$ cat config.mk
export PLATFORM = sky130hd
export DESIGN_NAME = decd_n2m_seq
export DESIGN_NICKNAME = d
export VERILOG_FILES = /design/src/rtl/decd_pkg.sv /design/src/rtl/decd_tick_div.sv /design/src/rtl/decd_n2m_seq.sv
export SDC_FILE = /design/constraint.sdc
export NUM_CORES = 1
export LEC_CHECK = 0
export ABC_AREA = 0
export ABC_CLOCK_PERIOD_IN_PS = 5600
export CORE_MARGIN = 1
export CORE_UTILIZATION = 49
export CTS_BUF_LIST = sky130_fd_sc_hd__clkbuf_16
export DETAILED_ROUTE_END_ITERATION = 10
export PLACE_DENSITY = 0.82
export SYNTH_ARGS = -nofsm -noshare
export SYNTH_HDL_FRONTEND = slang
export SYNTH_SLANG_ARGS = --single-unit
$ cat constraint.sdc
create_clock -name clk -period 5.6 [get_ports clk]
set_clock_uncertainty 0.15 [all_clocks]
set_input_delay 0.56 -clock clk [delete_from_list [all_inputs] [get_ports clk]]
set_output_delay 0.56 -clock clk [all_outputs]
set_load 0.05 [all_outputs]
$ cat src/rtl/decd_pkg.sv
// Shared definitions for the registered N-to-2^N decoder (decd_n2m_seq).
// Holds the operating-state encoding and the mode select constants.
package decd_pkg;

  typedef enum logic [1:0] {
    ST_IDLE   = 2'd0,
    ST_DIRECT = 2'd1,
    ST_SCAN   = 2'd2
  } state_e;

  localparam logic MODE_DIRECT = 1'b0;
  localparam logic MODE_SCAN   = 1'b1;

endpackage : decd_pkg

$ cat src/rtl/decd_tick_div.sv
// SCAN-step prescaler for decd_n2m_seq.
// Produces a one-cycle tick every DIV cycles while run is high.
// Ports:
//   clk   - system clock, rising edge
//   rst_n - asynchronous active-low reset
//   clr   - synchronous clear of the cycle counter (wins over run)
//   run   - count enable
//   tick  - high in the last cycle of each DIV-cycle period while running
module decd_tick_div
  import decd_pkg::*;
#(
  parameter int DIV = 4
) (
  input  logic clk,
  input  logic rst_n,
  input  logic clr,
  input  logic run,
  output logic tick
);

  localparam int CW = (DIV > 1) ? $clog2(DIV) : 1;
  localparam logic [CW-1:0] CntLast = CW'(DIV - 1);

  logic [CW-1:0] cnt_q, cnt_d;

  // With DIV = 1 CntLast is zero, so tick follows run every cycle.
  assign tick = run && (cnt_q == CntLast);

  // Counter walks 0..DIV-1 and wraps; clear has priority so a fresh
  // scan always starts a full DIV-cycle period.
  always_comb begin
    cnt_d = cnt_q;
    if (clr) begin
      cnt_d = '0;
    end else if (run) begin
      cnt_d = (cnt_q == CntLast) ? '0 : cnt_q + CW'(1);
    end
  end

  always_ff @(posedge clk or negedge rst_n) begin
    if (!rst_n) begin
      cnt_q <= '0;
    end else begin
      cnt_q <= cnt_d;
    end
  end

endmodule : decd_tick_div

$ cat src/rtl/decd_n2m_seq.sv
// Registered N-to-2^N one-hot decoder with DIRECT and SCAN modes.
// DIRECT decodes in_sel whenever in_valid is high; SCAN walks the outputs
// 0..last_sel, advancing one index every DIV cycles.
// Ports:
//   clk, rst_n  - clock and asynchronous active-low reset
//   en          - block enable, low forces IDLE (cleared outputs)
//   mode        - 0 = DIRECT, 1 = SCAN
//   in_valid    - qualifies in_sel in DIRECT
//   in_sel      - index to decode in DIRECT
//   last_sel    - highest index visited in SCAN
//   out_onehot  - registered decoded output (2^N bits)
//   out_idx     - index currently asserted
//   out_valid   - out_onehot holds a decoded value
// Build option: define DECD_OUT_INV_EN for one-cold out_onehot (active-low
// anode drives); the idle/reset value then becomes all ones.
module decd_n2m_seq
  import decd_pkg::*;
#(
  parameter int N   = 3,
  parameter int DIV = 4
) (
  input  logic                clk,
  input  logic                rst_n,
  input  logic                en,
  input  logic                mode,
  input  logic                in_valid,
  input  logic [N-1:0]        in_sel,
  input  logic [N-1:0]        last_sel,
  output logic [(1<<N)-1:0]   out_onehot,
  output logic [N-1:0]        out_idx,
  output logic                out_valid
);

  localparam int W = 1 << N;

`ifdef DECD_OUT_INV_EN
  localparam logic [W-1:0] IdleOnehot = '1;
`else
  localparam logic [W-1:0] IdleOnehot = '0;
`endif

  state_e         state_q, state_d;
  logic [N-1:0]   idx_q, idx_d;
  logic           valid_q, valid_d;
  logic [W-1:0]   onehot_q, onehot_d;
  logic [W-1:0]   decoded;
  logic           scanHold;
  logic           tick;

  // The state simply follows en/mode each cycle; en dominates mode.
  always_comb begin
    state_d = ST_IDLE;
    if (en) begin
      state_d = (mode == MODE_SCAN) ? ST_SCAN : ST_DIRECT;
    end
  end

  // scanHold marks a cycle that continues an existing scan; any other cycle
  // keeps the prescaler at zero so a new scan gets a full first period.
  assign scanHold = (state_q == ST_SCAN) && (state_d == ST_SCAN);

  decd_tick_div #(
    .DIV (DIV)
  ) u_tick_div (
    .clk   (clk),
    .rst_n (rst_n),
    .clr   (!scanHold),
    .run   (state_q == ST_SCAN),
    .tick  (tick)
  );

  // Index/valid next-state. Decisions use state_d so a mode change takes
  // effect at the same edge that samples it.
  always_comb begin
    idx_d   = idx_q;
    valid_d = valid_q;
    case (state_d)
      ST_DIRECT: begin
        if (in_valid) begin
          idx_d   = in_sel;
          valid_d = 1'b1;
        end
      end
      ST_SCAN: begin
        if (!scanHold) begin
          idx_d   = '0;
          valid_d = 1'b1;
        end else if (tick) begin
          // >= rather than == so lowering last_sel below idx wraps at once.
          idx_d = (idx_q >= last_sel) ? '0 : idx_q + N'(1);
        end
      end
      default: begin
        idx_d   = '0;
        valid_d = 1'b0;
      end
    endcase
  end

  // Decode from the next-state index so the one-hot register lines up
  // with out_idx/out_valid on the same edge.
  always_comb begin
    decoded = valid_d ? (W'(1) << idx_d) : '0;
`ifdef DECD_OUT_INV_EN
    onehot_d = ~decoded;
`else
    onehot_d = decoded;
`endif
  end

  always_ff @(posedge clk or negedge rst_n) begin
    if (!rst_n) begin
      state_q  <= ST_IDLE;
      idx_q    <= '0;
      valid_q  <= 1'b0;
      onehot_q <= IdleOnehot;
    end else begin
      state_q  <= state_d;
      idx_q    <= idx_d;
      valid_q  <= valid_d;
      onehot_q <= onehot_d;
    end
  end

  assign out_onehot = onehot_q;
  assign out_idx    = idx_q;
  assign out_valid  = valid_q;

endmodule : decd_n2m_seq
==> results of run 1 <==
## cell type report
| type | instances | area share (%) |
|---|---|---|
| Inverter | 6 | 2.44 |
| Timing Repair Buffer | 22 | 19.5 |
| Clock inverter | 1 | 0.333 |
| Multi-Input combinational cell | 44 | 33.7 |
| Clock buffer | 3 | 6.66 |
| Sequential cell | 16 | 35.5 |
| Tap cell | 16 | 1.78 |
## routing by layer
metal,vias to the layer above,GRT usage [%],share of wire (%),wire [microns]
li1,290,-,-,-
met1,290,30.9,40,737
met2,29,40.0,52,968
met3,8,8.62,6.1,114
met4,0,7.50,2.2,40
met5,-,0,0,0
## registers in the layout, indices dropped and copies added (netlist names)
name,cells
state_q,2
out_valid,1
u_tick_div.cnt_q,2
out_idx,3
out_onehot,8
## worst max path at each step
stage / start / to / cells past startpoint / slack (ns)
floorplan: out_idx[0] / out_onehot[1] / 7 / 3.41
global placement: last_sel[2] / out_onehot[7] / 8 / 3.07
detailed placement: last_sel[2] / out_onehot[6] / 8 / 2.98
CTS: last_sel[2] / out_onehot[7] / 8 / 3.18
global route: last_sel[2] / out_onehot[7] / 8 / 2.94
finish: last_sel[2] / out_onehot[7] / 8 / 3.16
## worst register-to-register path: stages (launching register included)
cell and delay (ns):
dfrtp_1 0.42, ha_1 0.32, a21oi_1 0.19, o21ai_1 0.14, a211oi_2 0.31, o21ai_1 0.19, nor3_1 0.23
## power by group through the flow
| stage | Clock (mW) | Combinational, mW | Sequential, mW |
|---|---|---|---|
| finish | 0.140 | 0.0430 | 0.122 |
| detailed placement | 0 | 0.0428 | 0.124 |
| floorplan | 0 | 0.0159 | 0.132 |
| CTS | 0.143 | 0.0435 | 0.122 |
| global route | 0.147 | 0.0465 | 0.122 |
| global placement | 0 | 0.0418 | 0.124 |
## through the flow
stage / hold slack (ns) / power [mW] / util [%] / cell area (sq um) / cells
floorplan: 0.114 / 0.148 / - / 808 / 66
global placement: 0.286 / 0.166 / 68.8 / 1050 / 104
detailed placement: 0.295 / 0.167 / 68.8 / 1050 / 104
CTS: 0.302 / 0.309 / 74.0 / 1130 / 108
global route: 0.328 / 0.316 / 74.0 / 1130 / 108
finish: 0.302 / 0.305 / 74.0 / 1130 / 108
## layout by cell type, fill, tap and decap left out, types with 2 or more instances in the layout
cell type,n
nor3_2,4
o21ai_1,2
ha_1,5
and2_4,2
nand2_1,2
nor2_1,2
clkdlybuf4s50_1,22
inv_1,4
inv_4,2
nor3_1,5
mux2i_1,2
clkbuf_16,3
dfrtp_1,16
## cell families after synthesis
kind of cell	share of synthesized area (%)
AND/OR/NAND/NOR	25.4
XOR/XNOR	1.08
AO/OA/AOI/OAI	8.98
adder cells (fa/ha/maj)	7.74
multiplexers	3.87
buffers and inverters	3.40
flip-flops	49.5
==> impl_metrics.toml, run 1 <==
[placed_design]
dp_hpwl_mm = 1.31
dp_slack_ns = 2.98
gp_congestion = 0.739
io_buffer_count = 22

[critical_path]
rr_worst_depth = 6
worst-path-max-fanout = 4
reg2reg_from = "out_idx[2]"
cp-end-kind = "flop"
critPathLaunchType = "input port"
ff2ff_setup_slack_ns = 3.57
cp_num_buf_inv = 2
cp_common_cell = "o21ai_1"
critPathTopFamily = "compound AO/OA/AOI/OAI gates"
cp_slowest_cell = "clkdlybuf4s50_1"
crit_arrival_ns = 2.44
path_class = "in2reg"
required_ns = 5.60
r2r-end = "out_onehot[7]"
worstPathCellList = "clkdlybuf4s50_1 -> inv_1 -> ha_1 -> a21oi_1 -> o21ai_1 -> a211oi_2 -> o21ai_1 -> nor3_1"
max_stage_delay_ns = 0.47

[worst_hold_path]
hold_depth = 1
min_to = "u_tick_div.cnt_q[0]"
hp-start = "u_tick_div.cnt_q[0]"
worstHoldPathType = "reg2reg"

[synthesis]
synth_top_area_share_pct = 49.5
ys_seq_area_share_pct = 49.5
synth_ff_type = "dfrtp_1"
synth_cell_type_count = 31
synthArstFlopShare_pct = 100
synth_area_leader_cell = "dfrtp_1"
synth_edf_count = 0
syn_inst = 66
avgSynthCellArea_sq_um = 12.2
ys_ff_latch = 16
yosysMostFrequentCell = "dfrtp_1"
synthTopCellsByCount = "dfrtp_1, ha_1, nor3_1"
ys_top_cells_by_area = "dfrtp_1, ha_1, nor3_2, nor3_1, mux2i_1"
synth_fp_nets = 82
syn-cell-area_sq_um = 808
yosysWarnings = 0

[route]
via_per_inst = 5.71
wl_per_cell_microns = 17.2
dr.pass1.iters = 4
drt_iter0_drc = 13
wl_mm = 1.86
via_count = 617
ant_nets = 0
drc = 0

[layout]
final.fill_count = 109
fin_nets = 109
syn_to_final_growth_pct = 39.5
drive_gt1_share_pct = 18.5
diodes = 0
multiInputGateArea_sq_um = 380
seqCellArea_sq_um = 400

[sta]
period_share_pct = 43.6
totalNegativeSetupSlack_ns = 0
setup_slack_ns = 3.16
finalMaxSlewViolations = 0
tightest_slew_ns = 0.708
relSlewSlack_pct = 52.7
setup_viol = 0
hold_viol = 0
fmax_ghz = 0.410
rsz0062_at_grt = "no"
period_minus_slack_ns = 2.44

[job]
maxCapViolCount = 0

[cts]
cts_resized = 0
cts_hold_buf = 0
clk_path_buf_depth = 2
clock-sinks = 16
cts_max_level = 1
cts_tree = "done"
root_buffer = "clkbuf_16"
clock_latency_ns = 0.25
cts_buffers = 3
postCtsSetupBuffers = 0
path_clk_slew_ns = 0.05

[global_routing]
grt_usage_pct = 24.6
antenna_found_initial = 0
grt-ovfl-total = 0
grt_pass1_wl_mm = 3.15
grt_pass1_vias = 662
grt_max_degree = 17

[power]
p_per_area_nw_per_um2 = 271
power.static_leakage_nw = 0.537
sw_frac_of_total_pct = 23.7
internal_power_mw = 0.233
seqPwrFrac_pct = 40.0
p_sw_mw = 0.0725
p_comb_share_pct = 14.1
peakVddDrop_uv = 212
clkPwrFrac_pct = 45.9

[die]
dieArea_sq_um = 1820
coreArea_sq_um = 1520
rows = 14
fp.dieW_microns = 42.6
io_pins = 23
die_y_microns = 42.6
start_util_pct = 53.0

[outcome]
status = "completed"
Note: power is estimated with default switching activity, not from simulation.
==> inputs of run 2 (changes only) <==
--- a/config.mk
+++ b/config.mk
@@ -6,12 +6,12 @@
 export NUM_CORES = 1
 export LEC_CHECK = 0
 export ABC_AREA = 0
-export ABC_CLOCK_PERIOD_IN_PS = 5600
+export ABC_CLOCK_PERIOD_IN_PS = 2000
 export CORE_MARGIN = 1
-export CORE_UTILIZATION = 49
+export CORE_UTILIZATION = 41
 export CTS_BUF_LIST = sky130_fd_sc_hd__clkbuf_16
 export DETAILED_ROUTE_END_ITERATION = 10
-export PLACE_DENSITY = 0.82
+export PLACE_DENSITY = 0.73
 export SYNTH_ARGS = -nofsm -noshare
 export SYNTH_HDL_FRONTEND = slang
 export SYNTH_SLANG_ARGS = --single-unit
==> constraint.sdc (replaced) <==
create_clock -name clk -period 2 [get_ports clk]
set_clock_uncertainty 0.15 [all_clocks]
set_input_delay 0.2 -clock clk [delete_from_list [all_inputs] [get_ports clk]]
set_output_delay 0.2 -clock clk [all_outputs]
set_load 0.05 [all_outputs]
==> impl_metrics.toml, run 2 (synthesis results as in run 1) <==
[route]
via_per_inst = 5.04
wl_mm = 1.59
ant_nets = 0
wl_per_cell_microns = 13.4
drc = 0
via_count = 595
drt_iter0_drc = 5
dr.pass1.iters = 5

[sta]
period_share_pct = 96.1
setup_viol = 0
hold_viol = 0
relSlewSlack_pct = 66.5
rsz0062_at_grt = "no"
finalMaxSlewViolations = 0
period_minus_slack_ns = 1.92
tightest_slew_ns = 0.501
timing.hold.ws_ns = 0.130
fmax_ghz = 0.520

[global_routing]
antenna_found_initial = 0
grt_pass1_wl_mm = 2.42
grt-ovfl-total = 0
grt_pass1_vias = 536
grt_usage_pct = 17.1
grt_max_degree = 17

[critical_path]
rr_worst_depth = 6
crit_arrival_ns = 1.89
cp-end-kind = "flop"
worst-path-max-fanout = 5
ff2ff_setup_slack_ns = 0.09
cp-endpoint = "out_onehot[4]"
worstSetupStartpoint = "last_sel[2]"
reg2reg_from = "out_idx[2]"
path_class = "in2reg"
r2r-end = "out_onehot[2]"
critPathLaunchType = "input port"
required_ns = 1.97

[power]
power.static_leakage_nw = 0.543
peakVddDrop_uv = 726
p_per_area_nw_per_um2 = 721

[worst_hold_path]
worstHoldPathType = "in2async"

[cts]
cts_hold_buf = 0
cts_resized = 0
cts_tree = "done"
clock_latency_ns = 0.24
root_buffer = "clkbuf_16"
path_clk_slew_ns = 0.05
postCtsSetupBuffers = 0
cts_buffers = 3
clock-sinks = 16
cts_max_level = 1
clk_path_buf_depth = 2

[layout]
post-route-util_pct = 65.8
fin_nets = 110
layout_commonest_cell = "clkdlybuf4s50_1"
final.fill_count = 143
final_area_sq_um = 1170
layout_common_cells = "clkdlybuf4s50_1, dfrtp_1, nor3_2"
diodes = 0
drive_gt1_share_pct = 29.0
syn_to_final_growth_pct = 45.0
largest_reg_flops = 8

[job]
maxCapViolCount = 0

[placed_design]
dp_hpwl_mm = 1.21
placed_cell_area_sq_um = 1070
gp_congestion = 0.733
io_buffer_count = 22

[die]
io_pins = 23
dieArea_sq_um = 2150
fp.dieW_microns = 46.4
start_util_pct = 45.3
coreArea_sq_um = 1780
die_y_microns = 46.4
rows = 15

[outcome]
status = "completed"
## run 2: cell types whose count changed in the layout (fill, tap and decap cells not counted), moves of 2 or more
cell,delta
nor3_2,+2
dfrtp_2,+2
o21ai_2,+2
o21ai_1,-2
dfrtp_1,-2
nor3_1,-2
## run 2: critical path, cell delays in order
cell             delay, ns
clkdlybuf4s50_1       0.45
inv_1                 0.04
ha_1                  0.32
a21oi_2               0.18
o211ai_1              0.11
a211o_1               0.30
and2_4                0.17
inv_4                 0.08
nor3_1                0.05
## run 2: worst min-delay path by stage
stage                   startpoint                   to  slack [ns]  cells past startpoint
6_report                     rst_n           state_q[1]        0.13                      2
5_1_grt                      rst_n           state_q[1]        0.15                      2
4_1_cts                      rst_n           out_idx[1]        0.14                      2
3_5_place_dp   u_tick_div.cnt_q[0]  u_tick_div.cnt_q[0]        0.28                      1
3_3_place_gp   u_tick_div.cnt_q[0]  u_tick_div.cnt_q[0]        0.28                      1
2_1_floorplan                rst_n           out_idx[0]       -0.25                      0
## run 2: per-stage QoR
step                      instances  worst slack, ns  total power [mW]  setup TNS, ns
after floorplan                  66          0.00565             0.416              0
after global placement          114           -0.208             0.467          -1.35
after detailed placement        114           -0.208             0.469          -1.53
after CTS                       118           0.0420             0.856              0
after global routing            118          0.00159             0.882              0
final                           118           0.0780             0.846              0
## run 2: final cells by class
class	instances	area [sq um]	share of cell area (%)
Clock buffer	3	75.1	6.40
Multi-Input combinational cell	44	404	34.5
Sequential cell	16	403	34.4
Clock inverter	1	3.75	0.320
Timing Repair Buffer	23	228	19.4
Inverter	6	27.5	2.35
Tap cell	25	31.3	2.67
## run 2: layer usage
layer | vias up | track usage [%] | wire, microns
met5 | - | 0 | 0
met4 | 0 | 8.24 | 27
met3 | 5 | 7.45 | 98
met2 | 14 | 25.8 | 796
met1 | 284 | 20.6 | 664
li1 | 292 | - | -
## run 2: power by group
group	switching (mW)	internal, mW	total (mW)
combinational	0.0674	0.0559	0.123
clock	0.116	0.264	0.380
sequential	0.00811	0.334	0.342
